`src/rtl/sbox_sched_pkg.sv`:
```
// ============================================================================
// Module   : sbox_sched_pkg
// Purpose  : Shared types and constants for the S-box issue scheduler:
//            scheduler state encoding, the per-beat tag carried alongside
//            the S-box pipeline, and the requester source encodings.
// Revision : 1.0  initial release
// ============================================================================
`default_nettype none

package sbox_sched_pkg;

  // A 128-bit state is substituted as this many 32-bit beats.
  localparam int BEATS = 4;
  localparam logic [1:0] LAST_BEAT = 2'(BEATS - 1);

  // Requester that owns a beat in flight.
  localparam logic SRC_KX = 1'b0;
  localparam logic SRC_RD = 1'b1;

  typedef enum logic [1:0] {
    ST_IDLE     = 2'd0,
    ST_RD_ISSUE = 2'd1,
    ST_RD_WAIT  = 2'd2
  } state_t;

  // Travels with every beat through the S-box unit's latency.
  typedef struct packed {
    logic       valid;
    logic       src;
    logic [1:0] beat;
  } tag_t;

endpackage

`default_nettype wire

```
`src/rtl/sbox_sched_if.sv`:
```
// ============================================================================
// Module   : sbox_sched_if
// Purpose  : Bundles the key-expansion request, round request and shared
//            S-box unit signals of the scheduler.
// Ports    : kx_*  key-expansion SubWord request/response
//            rd_*  round SubBytes request/response
//            sb_*  beat stream to/from the shared S-box unit
// Modports : slave  - scheduler view
//            master - environment view (requesters and S-box unit)
// Revision : 1.0  initial release
// ============================================================================
`default_nettype none

interface sbox_sched_if;

  logic         kx_valid;
  logic [31:0]  kx_word;
  logic         kx_ready;
  logic         kx_done;
  logic [31:0]  kx_result;

  logic         rd_valid;
  logic [127:0] rd_state;
  logic         rd_ready;
  logic         rd_done;
  logic [127:0] rd_result;

  logic         sb_valid;
  logic [31:0]  sb_in;
  logic [31:0]  sb_out;

  modport slave (
    input  kx_valid, kx_word, rd_valid, rd_state, sb_out,
    output kx_ready, kx_done, kx_result,
    output rd_ready, rd_done, rd_result,
    output sb_valid, sb_in
  );

  modport master (
    output kx_valid, kx_word, rd_valid, rd_state, sb_out,
    input  kx_ready, kx_done, kx_result,
    input  rd_ready, rd_done, rd_result,
    input  sb_valid, sb_in
  );

endinterface

`default_nettype wire

```
`src/rtl/sbox_sched_tag_pipe.sv`:
```
// ============================================================================
// Module   : sbox_tag_pipe
// Purpose  : DEPTH-deep shift register of beat tags that mirrors the fixed
//            latency of the shared S-box unit, so that pop lines up with the
//            unit result of the beat pushed DEPTH cycles earlier.
// Ports    : clk, rst (async, active high)
//            push  tag of the beat issued this cycle
//            pop   tag of the beat whose result is on sb_out this cycle
// Revision : 1.0  initial release
// ============================================================================
`default_nettype none

module sbox_tag_pipe
  import sbox_sched_pkg::*;
#(
  parameter int DEPTH = 3
) (
  input  wire  logic clk,
  input  wire  logic rst,
  input  tag_t       push,
  output tag_t       pop
);

  tag_t r_stage [DEPTH];

  always_ff @(posedge clk or posedge rst) begin
    if (rst) begin
      for (int i = 0; i < DEPTH; i++) begin
        r_stage[i] <= '0;
      end
    end else begin
      r_stage[0] <= push;
      for (int i = 1; i < DEPTH; i++) begin
        r_stage[i] <= r_stage[i-1];
      end
    end
  end

  assign pop = r_stage[DEPTH-1];

endmodule

`default_nettype wire

```
`src/rtl/sbox_sched.sv`:
```
// ============================================================================
// Module   : sbox_sched
// Purpose  : Shares one pipelined 32-bit S-box unit between key expansion
//            (one SubWord per request) and the round datapath (SubBytes as
//            four 32-bit beats). Fixed priority kx over rd per issue slot;
//            every beat is tagged and its result steered on return.
// Ports    : clk   clock
//            rst   asynchronous active-high reset
//            bus   sbox_sched_if.slave (kx_*, rd_*, sb_* signals)
// Revision : 1.0  initial release
// ============================================================================
`default_nettype none

module sbox_sched
  import sbox_sched_pkg::*;
#(
  parameter int SBOX_LAT = 3
) (
  input wire logic    clk,
  input wire logic    rst,
  sbox_sched_if.slave bus
);

  state_t       r_state;
  logic [1:0]   r_beat;
  logic [127:0] r_rd_buf;
  logic         r_rd_done;
  logic [127:0] r_rd_result;
  logic         r_kx_busy;
  logic         r_kx_done;
  logic [31:0]  r_kx_result;

  logic         w_kx_accept;
  logic         w_rd_issue;
  logic         w_sb_valid;
  logic [31:0]  w_rd_beat;
  tag_t         w_push;
  tag_t         w_pop;
  logic         w_kx_ret;
  logic         w_rd_ret;
  logic         w_rd_last;

  // kx issues in its accept cycle. Gating with rst keeps the issue port
  // quiet while reset is held even though kx_ready reads 1 then.
  assign w_kx_accept = bus.kx_valid & ~r_kx_busy & ~rst;
  assign w_rd_issue  = (r_state == ST_RD_ISSUE) & ~w_kx_accept;
  assign w_sb_valid  = w_kx_accept | w_rd_issue;
  assign w_rd_beat   = r_rd_buf[{r_beat, 5'd0} +: 32];

  assign w_push = '{
    valid: w_sb_valid,
    src:   w_kx_accept ? SRC_KX : SRC_RD,
    beat:  w_kx_accept ? 2'd0 : r_beat
  };

  sbox_tag_pipe #(
    .DEPTH (SBOX_LAT)
  ) u_tag_pipe (
    .clk  (clk),
    .rst  (rst),
    .push (w_push),
    .pop  (w_pop)
  );

  assign w_kx_ret  = w_pop.valid & (w_pop.src == SRC_KX);
  assign w_rd_ret  = w_pop.valid & (w_pop.src == SRC_RD);
  assign w_rd_last = w_rd_ret & (w_pop.beat == LAST_BEAT);

  // Key-expansion side: one beat outstanding at most; the busy flag spans
  // issue through return, which also bounds kx to one issue per
  // SBOX_LAT+1 cycles and so guarantees rd forward progress.
  always_ff @(posedge clk or posedge rst) begin
    if (rst) begin
      r_kx_busy   <= 1'b0;
      r_kx_done   <= 1'b0;
      r_kx_result <= '0;
    end else begin
      r_kx_done <= w_kx_ret;
      if (w_kx_ret) begin
        r_kx_result <= bus.sb_out;
      end
      if (w_kx_accept) begin
        r_kx_busy <= 1'b1;
      end else if (w_kx_ret) begin
        r_kx_busy <= 1'b0;
      end
    end
  end

  // Round side: issue four beats, then wait for the last one to return.
  always_ff @(posedge clk or posedge rst) begin
    if (rst) begin
      r_state     <= ST_IDLE;
      r_beat      <= '0;
      r_rd_buf    <= '0;
      r_rd_done   <= 1'b0;
      r_rd_result <= '0;
    end else begin
      r_rd_done <= w_rd_last;
      if (w_rd_ret) begin
        r_rd_result[{w_pop.beat, 5'd0} +: 32] <= bus.sb_out;
      end
      case (r_state)
        ST_IDLE: begin
          if (bus.rd_valid) begin
            r_rd_buf <= bus.rd_state;
            r_beat   <= '0;
            r_state  <= ST_RD_ISSUE;
          end
        end
        ST_RD_ISSUE: begin
          if (w_rd_issue) begin
            r_beat <= r_beat + 2'd1;
            if (r_beat == LAST_BEAT) begin
              r_state <= ST_RD_WAIT;
            end
          end
        end
        ST_RD_WAIT: begin
          if (w_rd_last) begin
            r_state <= ST_IDLE;
          end
        end
        default: r_state <= ST_IDLE;
      endcase
    end
  end

  assign bus.kx_ready  = ~r_kx_busy;
  assign bus.kx_done   = r_kx_done;
  assign bus.kx_result = r_kx_result;
  assign bus.rd_ready  = (r_state == ST_IDLE);
  assign bus.rd_done   = r_rd_done;
  assign bus.rd_result = r_rd_result;
  assign bus.sb_valid  = w_sb_valid;
  assign bus.sb_in     = w_kx_accept ? bus.kx_word :
                         (w_rd_issue ? w_rd_beat : 32'd0);

endmodule

`default_nettype wire

```
`src/flat_wrapper.sv`:
```
// flat-port wrapper written by rule: the top's interface ports become plain ports
module sbox_sched_flat import sbox_sched_pkg::*;
#(
  parameter int SBOX_LAT = 3
)
  (clk, rst, bus_kx_valid, bus_kx_word, bus_rd_valid, bus_rd_state, bus_sb_out, bus_kx_ready, bus_kx_done, bus_kx_result, bus_rd_ready, bus_rd_done, bus_rd_result, bus_sb_valid, bus_sb_in);
  sbox_sched_if bus_i ();
  input wire logic clk;
  input wire logic rst;
  input wire logic [$bits(bus_i.kx_valid)-1:0] bus_kx_valid;
  input wire logic [$bits(bus_i.kx_word)-1:0] bus_kx_word;
  input wire logic [$bits(bus_i.rd_valid)-1:0] bus_rd_valid;
  input wire logic [$bits(bus_i.rd_state)-1:0] bus_rd_state;
  input wire logic [$bits(bus_i.sb_out)-1:0] bus_sb_out;
  output wire logic [$bits(bus_i.kx_ready)-1:0] bus_kx_ready;
  output wire logic [$bits(bus_i.kx_done)-1:0] bus_kx_done;
  output wire logic [$bits(bus_i.kx_result)-1:0] bus_kx_result;
  output wire logic [$bits(bus_i.rd_ready)-1:0] bus_rd_ready;
  output wire logic [$bits(bus_i.rd_done)-1:0] bus_rd_done;
  output wire logic [$bits(bus_i.rd_result)-1:0] bus_rd_result;
  output wire logic [$bits(bus_i.sb_valid)-1:0] bus_sb_valid;
  output wire logic [$bits(bus_i.sb_in)-1:0] bus_sb_in;
  assign bus_i.kx_valid = bus_kx_valid;
  assign bus_i.kx_word = bus_kx_word;
  assign bus_i.rd_valid = bus_rd_valid;
  assign bus_i.rd_state = bus_rd_state;
  assign bus_i.sb_out = bus_sb_out;
  assign bus_kx_ready = bus_i.kx_ready;
  assign bus_kx_done = bus_i.kx_done;
  assign bus_kx_result = bus_i.kx_result;
  assign bus_rd_ready = bus_i.rd_ready;
  assign bus_rd_done = bus_i.rd_done;
  assign bus_rd_result = bus_i.rd_result;
  assign bus_sb_valid = bus_i.sb_valid;
  assign bus_sb_in = bus_i.sb_in;
  sbox_sched #(.SBOX_LAT(SBOX_LAT)) u_core (.clk(clk), .rst(rst), .bus(bus_i));
endmodule
```
`config.mk`:
```
export PLATFORM = sky130hd
export DESIGN_NAME = sbox_sched_flat
export DESIGN_NICKNAME = d
export VERILOG_FILES = /design/src/rtl/sbox_sched_pkg.sv /design/src/rtl/sbox_sched_if.sv /design/src/rtl/sbox_sched_tag_pipe.sv /design/src/rtl/sbox_sched.sv /design/src/flat_wrapper.sv
export SDC_FILE = /design/constraint.sdc
export NUM_CORES = 1
export LEC_CHECK = 0
export CAP_MARGIN = 20
export CORE_UTILIZATION = 50
export CTS_CLUSTER_DIAMETER = 40
export CTS_CLUSTER_SIZE = 30
export DETAILED_ROUTE_END_ITERATION = 7
export PLACE_DENSITY_LB_ADDON = 0.05
export SKIP_LAST_GASP = 1
export SYNTH_ARGS = -nofsm -noshare
export SYNTH_HDL_FRONTEND = slang
export SYNTH_SLANG_ARGS = --single-unit
```
`constraint.sdc`:
```
create_clock -name clk -period 23.2 [get_ports clk]
set_input_delay 3.48 -clock clk [delete_from_list [all_inputs] [get_ports clk]]
set_output_delay 3.48 -clock clk [all_outputs]
set_load 0.02 [all_outputs]
```
==> summary.md <==
| Metric | Value |
|---|---|
| Overflow after GRT | `0` |
| Initial drt markers | `slightly below 600` |
| Max Cap Viol | `0` |
| Initial antenna violation count | `5` |
| Hold path start | `u_core.u_tag_pipe.r_stage[9]` |
| Fin crit period | `between 9000 and 10000 ps` |
| CP dominant cell by count | `clkdlybuf4s50_1` |
| Post-Place Worst Slack | `around 14000 ps` |
| Met1 usage | `0.321` |
| Worst path depth | `6` |
| Fin. max-slew vios | `0` |
| First-pass DRT Iterations | `5` |
| Peak VDD IR | `84.6 uV` |
| Required @ worst endpoint | `approximately 20000 ps` |
| CP arrival | `6150 ps` |
| Hold WC Path Type | `flip-flop to flip-flop` |
| Largest net degree at the start of global routing | `around 180` |
| Ratio of cells with drive above 1 in the final layout | `0.226` |
| CTS tree | `built` |
| Clock Sinks | `between 300 and 400` |
| Period utilisation layout | `0.415` |
| Number of nets with antenna violations after routing | `0` |
| Post-Synth XOR/XNOR Area | `0` |
| First-pass GRT wire length | `roughly 51 mm` |
| Area of the core | `between 20000 and 25000 um2` |
| Die area | `~26000 um2` |
| Synth Net Count | `approximately 1.1k` |
| Largest family of logic cells by synthesized area | `multiplexers` |
| CP max FO | `34` |
| Compound-Gate Fraction of Synth Area | `0.101` |
| CTS buffer count | `40` |
| Most common cell after layout, fill and taps aside | `clkdlybuf4s50_1` |
| Global Route met3 Usage | `0.0673` |
| Worst Reg2Reg Path Length in Cells | `5` |
| Actual slew at the worst max-slew pin | `1110 ps` |
| Post-synthesis cell area | `approximately 12000 um2` |
| Area Growth Syn to Fin | `45.0%` |
| Clock skew | `between 10 and 15 ps` |
| Fin cells | `approximately 1.6k` |
| Root Buffer | `clkbuf_16` |
| Buf+Inv Stages, Crit Path | `3` |
| IO Count | `slightly below 400` |
| Most frequent cells in the layout | `392 x clkdlybuf4s50_1, 306 x dfrtp_1, 160 x mux2_2, 113 x a22o_1, 99 x nand2_1` |
| Total power | `approximately 2.8 mW` |
| Synth Area in Simple Gates | `0.0474` |
| Clk buf depth | `3` |
| Critical Path End | `bus_sb_in[6]` |
| Yosys warning count | `0` |
| Post-Syn Instances | `862` |
| H-tree depth | `2` |
| WL per Instance | `20.5 um` |
| Final-stage net count | `approximately 1.5k` |
| Post-CTS Setup Inserts | `0` |
| Critical Path Start | `rst` |
| Post_cts resized | `0` |
| Fmax | `between 100 and 150 MHz` |
| Vias per cell | `approximately 5.4` |
| Status | `complete, no violations` |
| CP cell instances | `clkdlybuf4s50_1, nor3b_4, buf_4, nor2_4, a22o_1, clkdlybuf4s50_1` |
| Worst R2R Start | `u_core.u_tag_pipe.pop[0]` |
| R2r endpoint | `u_core.bus.rd_result[5]` |
| Worst setup SP type | `primary input` |
| Synthesized area per cell | `roughly 14 um2` |
| GR peak layer | `met2` |
| DIE WIDTH | `between 150 and 200 um` |
| Vias | `between 8k and 9k` |
| Mux share of post-synthesis cell area | `0.204` |
| Final Wtd Congestion | `0.786` |
| IO buf count | `392` |
| Met2 Track Usage GR | `0.431` |
| Worst path max stage delay | `around 790 ps` |
| PD cells | `157 nW/um2` |
| Count of different cell masters after synthesis | `33` |
| Initial Util | `0.511` |
| Hold-fix buffers, CTS | `0` |
| Endpoints failing setup | `0` |
| Delay-heaviest family, CP | `buffers and inverters` |
| Final Worst Setup Slack | `~14000 ps` |
| RSZ-0062 raised after global routing | `false` |
| Row count | `57` |
| Reg2reg setup slack | `between 20000 and 25000 ps` |
| CP max stage cell | `nor2_4` |
| Post-Synth Adder-Cell Area | `0.00602` |
| Seq cells post-synth | `between 300 and 400` |
| Clock latency at the later pin of the worst-skew pair | `~510 ps` |
| Cells after DPL | `around 1.5k` |
| Hold_ws | `~340 ps` |
| Die height | `160 um` |
| Dpl hpwl | `approximately 22 mm` |
| Rel. slew slack | `0.254` |
| Hold Crit Depth | `0` |
| Vias in the first global route | `slightly below 9k` |
| GRT Overall Usage | `0.259` |
| Seq/Total Area, Yosys | `0.616` |
| Sequential cell area | `approximately 7700 um2` |
| CP Capture Type | `output pin` |
| Filler cells | `between 1.5k and 2k` |
| Wirelength, routed | `approximately 33 mm` |
| Leakage power | `7.61 nW` |
| Multi-input gate area | `4520 um2` |
| Worst-path clk slew | `around 60 ps` |
| Kind of critical path | `primary input to output pin` |
| TNS Setup | `0 ps` |
| DRC Markers | `0` |
| Final hold vios | `0` |
[layer usage]
layer | vias up | routed length (um)
met5 | - | 13
met4 | 2 | 1120
met3 | 65 | 2420
met2 | 343 | 16600
met1 | 4396 | 12700
li1 | 3940 | -
[registers in the layout (all words and copies together), names as in the netlist]
| signal | flops |
|---|---|
| u_core.u_tag_pipe.pop | 4 |
| u_core.bus.kx_result | 32 |
| u_core.bus.rd_result | 128 |
| u_core.r_rd_buf | 128 |
| u_core.u_tag_pipe.r_stage | 8 |
| u_core.r_kx_busy | 1 |
| u_core.bus.rd_done | 1 |
| u_core.r_state | 2 |
| u_core.r_beat | 2 |
| u_core.bus.kx_done | 1 |
[worst min path at each step]
stage	end	slack, ps
finish	u_core.u_tag_pipe.r_stage[5]	340
global placement	u_core.u_tag_pipe.pop[1]	330
detailed placement	u_core.u_tag_pipe.r_stage[5]	330
floorplan	u_core.u_tag_pipe.pop[0]	330
global route	u_core.u_tag_pipe.pop[1]	350
CTS	u_core.u_tag_pipe.r_stage[5]	340
[kinds of logic after synthesis]
kind of cell,count (synthesis)
buffers and inverters,69
AOI/OAI and AO/OA,165
muxes,194
DFF,307
and+or+nand+nor,121
adders and majority gates,6
[cell usage after synthesis]
cell type	count	area [um2]
o22ai_1	1	6.26
inv_2	1	3.75
buf_2	28	140
a31oi_1	1	6.26
mux2i_1	1	10.0
nor4bb_1	1	10.0
buf_1	2	7.51
nand2_1	99	372
o21ai_0	34	170
dfrtp_1	307	7680
nor3b_2	1	12.5
nor3b_4	1	18.8
nor4b_2	1	15.0
and4b_1	1	10.0
nand3_1	3	15.0
mux4_2	32	721
o21bai_1	1	7.51
nand3_4	1	17.5
o21ai_1	15	75.1
nor4_4	2	42.5
a22o_1	113	990
nor2_1	3	11.3
inv_1	7	26.3
buf_4	9	67.6
nor2b_1	1	6.26
mux2_2	160	1800
clkbuf_1	22	82.6
and3_1	1	6.26
nand2b_1	3	18.8
and2_1	2	12.5
ha_1	6	75.1
nor4b_4	1	23.8
mux2_1	1	11.3
[through the flow]
step / area [um2] / utilization
after floorplan: 12500 / -
after global placement: 16700 / 0.683
after detailed placement: 16700 / 0.684
after CTS: 18000 / 0.739
after global routing: 18100 / 0.741
final: 18100 / 0.741
[layout make-up]
| cell class | instances | share of cell area |
|---|---|---|
| diodes | 4 | 0.000553 |
| clock buffers | 46 | 0.0589 |
| clock inverters | 25 | 0.0156 |
| inverters | 8 | 0.00208 |
| multi-input cells | 486 | 0.250 |
| flip-flops and latches | 307 | 0.425 |
| well taps | 324 | 0.0224 |
| repair buffers | 405 | 0.226 |
[report_power, final]
group | switching (mW) | leakage [nW] | internal, mW | total [mW]
logic | 0.611 | 3.11 | 0.679 | 1.29
registers | 0.142 | 3.86 | 0.789 | 0.931
clock network | 0.238 | 0.638 | 0.379 | 0.616
total | 0.990 | 7.61 | 1.85 | 2.84
Power figures use the tool's default switching activity.
